### config.mk
export PLATFORM = sky130hd
export DESIGN_NAME = instmem_fetch_buf
export DESIGN_NICKNAME = d
export VERILOG_FILES = /design/src/rtl/instmem_fetch_buf.sv
export SDC_FILE = /design/constraint.sdc
export NUM_CORES = 2
export LEC_CHECK = 0
export ABC_AREA = 1
export ABC_CLOCK_PERIOD_IN_PS = 5500
export CAP_MARGIN = 10
export CORE_MARGIN = 4
export CORE_UTILIZATION = 34
export CTS_BUF_LIST = sky130_fd_sc_hd__clkbuf_8 sky130_fd_sc_hd__clkbuf_16
export CTS_CLUSTER_SIZE = 24
export DETAILED_ROUTE_END_ITERATION = 16
export PLACE_DENSITY = 0.49
export SETUP_SLACK_MARGIN = 0.1
export SYNTH_ARGS = -nofsm -noshare
export SYNTH_HDL_FRONTEND = slang
export SYNTH_MEMORY_MAX_BITS = 65536
export SYNTH_SLANG_ARGS = --single-unit
### constraint.sdc
create_clock -name clk -period 5.5 [get_ports clk]
set_input_delay 0.825 -clock clk [delete_from_list [all_inputs] [get_ports clk]]
set_output_delay 0.825 -clock clk [all_outputs]
set_load 0.01 [all_outputs]
### src/rtl/instmem_fetch_buf.sv
// instmem_fetch_buf: instruction memory with valid/ready fetch port, 2-entry response buffer and load port
module instmem_fetch_buf #(
  parameter int DATA_W = 32,
  parameter int ADDR_W = 32,
  parameter int DEPTH = 128,
  parameter int BYTE_ADDR = 1,
  parameter string INIT_FILE = "",
  parameter logic [DATA_W-1:0] NOP_INST = '0,
  localparam int IW = DEPTH > 1 ? $clog2(DEPTH) : 1
) (
  input  logic              clk,
  input  logic              rst,
  input  logic              req_valid,
  output logic              req_ready,
  input  logic [ADDR_W-1:0] pc,
  output logic              resp_valid,
  input  logic              resp_ready,
  output logic [DATA_W-1:0] inst,
  output logic [ADDR_W-1:0] inst_addr,
  output logic              resp_fault,
  input  logic              ld_en,
  input  logic [IW-1:0]     ld_addr,
  input  logic [DATA_W-1:0] ld_data,
  output logic [31:0]       fetch_cnt
);
  logic [DATA_W-1:0] mem [DEPTH] = '{default: '0};
  logic [1:0]        cnt;
  logic              wp, rp;
  logic [DATA_W-1:0] qi [2];
  logic [ADDR_W-1:0] qa [2];
  logic [1:0]        qf;
  logic [ADDR_W-1:0] widx;
  logic              bad, push, pop;
  logic [DATA_W-1:0] rd;
  assign widx = BYTE_ADDR != 0 ? pc >> 2 : pc;
  assign bad = (BYTE_ADDR != 0 && pc[1:0] != 2'b00) || widx >= ADDR_W'(DEPTH);
  assign rd = bad ? NOP_INST : mem[widx[IW-1:0]];
  assign req_ready = !rst && !ld_en && cnt != 2'd2;
  assign resp_valid = cnt != 2'd0;
  assign push = req_valid && req_ready;
  assign pop = resp_valid && resp_ready;
  always_ff @(posedge clk)
    if (ld_en && int'(ld_addr) < DEPTH) mem[ld_addr] <= ld_data;
  always_ff @(posedge clk)
    if (push) begin
      qi[wp] <= rd;
      qa[wp] <= pc;
      qf[wp] <= bad;
    end
  always_ff @(posedge clk)
    if (rst) begin
      cnt <= '0;
      wp <= 1'b0;
      rp <= 1'b0;
      inst <= '0;
      inst_addr <= '0;
      resp_fault <= 1'b0;
    end else begin
      if (push) wp <= ~wp;
      if (pop) rp <= ~rp;
      cnt <= cnt + {1'b0, push} - {1'b0, pop};
      if (pop && cnt == 2'd2) begin
        inst <= qi[~rp];
        inst_addr <= qa[~rp];
        resp_fault <= qf[~rp];
      end else if (push && (cnt == 2'd0 || pop)) begin
        inst <= rd;
        inst_addr <= pc;
        resp_fault <= bad;
      end
    end
  always_ff @(posedge clk)
    if (rst) fetch_cnt <= '0;
    else if (push && fetch_cnt != '1) fetch_cnt <= fetch_cnt + 32'd1;
endmodule

==> metrics.yaml <==
clk_latency_ns: 1.02
final_cell_mix: "nand2_1 (4651), edfxtp_1 (4226), nand3_1 (2957)"
slew_headroom_pct: 22.7
drt_pass1_iterations: 6
maxSlewViolCount: 0
holdBufCountCts: 0
stdcell_area_um2: 200000
cpPeakStageDelay_ns: 0.55
dp_cells: 21234
area_growth_pct: 14.9
synth_fa_ha_area_share_pct: 0.0216
yosysSeqAreaShare_pct: 74.0
period_share_pct: 66.2
post-dp-hpwl_um: 343000
netlist_area_um2: 174000
io_buffers: 174
crit_top_cell: "nand2_1"
clk_pin_slew_ns: 0.06
async_flop_share_pct: 0
num_rows: 262
drtIter0Drc: 13542
die_w_um: 724
dieHeight_um: 724
multi_input_area_um2: 41400
drive_gt1_share_pct: 8.36
setup_slack_ns: 1.86
ys_types: 37
power.density_nw_per_um2: 357
cp.required_ns: 6.44
place_area_um2: 186000
fillers: 48642
antenna_found_initial: 54
yosysWarnings: 0
rsz0062_at_grt: "false"
synthMuxAreaShare_pct: 0
utilization_pct: 39.3
route.detailed.drc: 0
first_global_vias: 108516
ios: 175
synth-simple-area-share_pct: 20.7
preCtsSetupSlack_ns: 0.926
grt_usage_pct: 22.2
dieArea_um2: 524000
clk_path_buf_depth: 4
ant_nets: 0
synth_top_family_by_area: "simple AND/OR/NAND/NOR gates"
cts_max_level: 5
min-delay-path-class: "in -> reg"
post_drt_wl_per_cell_um: 27.0
crit_chain: "buf_16 > inv_16 > buf_12 > o21ai_0 > nor2_1 > nor2_1 > nor2_1 > nor2_1 > nand2_1 > nand2_1 > nand2_1 > nand3_1 > nand2_1 > nand2_1 > a21oi_1"
ir_drop_v: 0.000270
routabilityCongestion: 0.870
initial_utilization_pct: 34.2
syn_area_per_cell_um2: 11.8
max_freq_ghz: 0.275
critical_path_class: "in -> reg"
grt_max_degree: 177
clock-root-buffer: "clkbuf_16"
cts_tree: "yes"
vias_per_cell: 5.27
synth_seq_cells: 4327
post_cts_resized: 0
finalNonFillerCells: 22116
final.setup.tns_ns: 0
crit_path_max_fanout: 92
cp_slowest_cell: "inv_16"
total_power_mw: 71.5
period_minus_slack_ns: 3.64
synth_compound_area_share_pct: 2.36
vias: 116583
cap_violations: 0
setup_violations: 0
globalRouteOverflowTotal: 0
final_hold_viol_count: 0
cts_buffers: 458
skew_ns: 0.0671
drt-total-wl_um: 597000
status: "finished, final reports clean"
regArea_um2: 129000
layout.cells.most_common: "nand2_1"
worst_setup_path_start_kind: "input port"
postCtsSetupBuffers: 0
nets: 15041
fin_hold_ws_ns: 0.219
grt_pass1_wl_um: 843000
clock-sinks: 4327
yosys_most_used_dff: "edfxtp_1"
end_kind: "flop"
netlist_instances: 14800
yosys.area_share.xor_xnor_pct: 0.0302
cellLeakagePower_nw: 70.2
worst_pin_slew_ns: 1.16
synth_edf_count: 4226
syn_nets: 14879
core_um2: 510000
cp.arrival_ns: 4.58
per-layer routing:
| layer | up-vias | GRT usage, % | part of all wire [%] |
|---|---|---|---|
| li1 | 52549 | - | - |
| met1 | 59007 | 31.7 | 43 |
| met2 | 4226 | 35.0 | 46 |
| met3 | 797 | 2.87 | 6.8 |
| met4 | 4 | 7.62 | 3.6 |
| met5 | - | 0 | 0.0044 |
where the power goes:
group | internal [mW] | switching [mW]
sequential | 36.5 | 0.148
clock | 16.2 | 13.0
combinational | 1.40 | 4.26
cells in the mapped netlist, types with 3 or more instances:
library cell	count	area share [%]
inv_1	160	0.34
a211oi_1	32	0.14
buf_1	94	0.20
o22ai_1	8	0.029
or2_2	10	0.036
nor3b_1	5	0.022
buf_2	511	1.5
nand2_1	4660	10
nor2_1	859	1.9
clkbuf_1	326	0.70
o211ai_1	14	0.060
edfxtp_1	4226	73
nand4_1	9	0.032
nand3_1	2957	8.5
ha_1	3	0.022
nor2_2	4	0.014
dfxtp_1	101	1.2
buf_4	16	0.069
a21oi_1	201	0.58
o21ai_1	118	0.34
a31oi_1	33	0.12
xor2_1	4	0.020
nor3_1	40	0.11
o21bai_1	21	0.091
nand3b_1	26	0.11
inv_2	5	0.011
o21ai_0	343	0.99
cells by family (layout without fill, tap and decap cells):
logic type | after synthesis | after routing
XOR/XNOR | 6 | 6
buffers and inverters | 1115 | 1650
adder cells (fa/ha/maj) | 3 | 3
AND/OR/NAND/NOR | 8575 | 8575
AO/OA/AOI/OAI | 774 | 774
flip-flops | 4327 | 4327
other | 0 | 49
sequential cells by signal, indices dropped and copies added (netlist names):
| signal | count |
|---|---|
| cnt | 2 |
| fetch_cnt | 32 |
| inst | 32 |
| inst_addr | 32 |
| mem | 4096 |
| qa | 64 |
| qf | 2 |
| qi | 64 |
| resp_fault | 1 |
| rp | 1 |
| wp | 1 |
critical path, delay by kind of cell:
family | cells | cell delay [ns]
buffers and inverters | 3 | 1.16
AND/OR/NAND/NOR | 10 | 1.79
AO/OA/AOI/OAI | 2 | 0.26
cell type report:
cell class	count	area share, %
Sequential cell	4327	64.4
Tap cell	6732	4.21
Multi-Input combinational cell	9358	20.7
Clock buffer	482	5.94
Timing Repair Buffer	649	3.31
Inverter	168	0.335
Clock inverter	351	1.05
Antenna cell	49	0.0613
worst paths after layout:
kind              slack [ns]  cells past startpoint            end  startpoint
setup reg to reg        2.65                     12  fetch_cnt[25]      cnt[1]
hold / removal          0.22                      1       qa[0][8]       pc[8]
setup / recovery        1.86                     15       inst[16]       pc[2]
hold reg to reg         0.47                      2        inst[0]     inst[0]
Power figures use the tool's default switching activity.
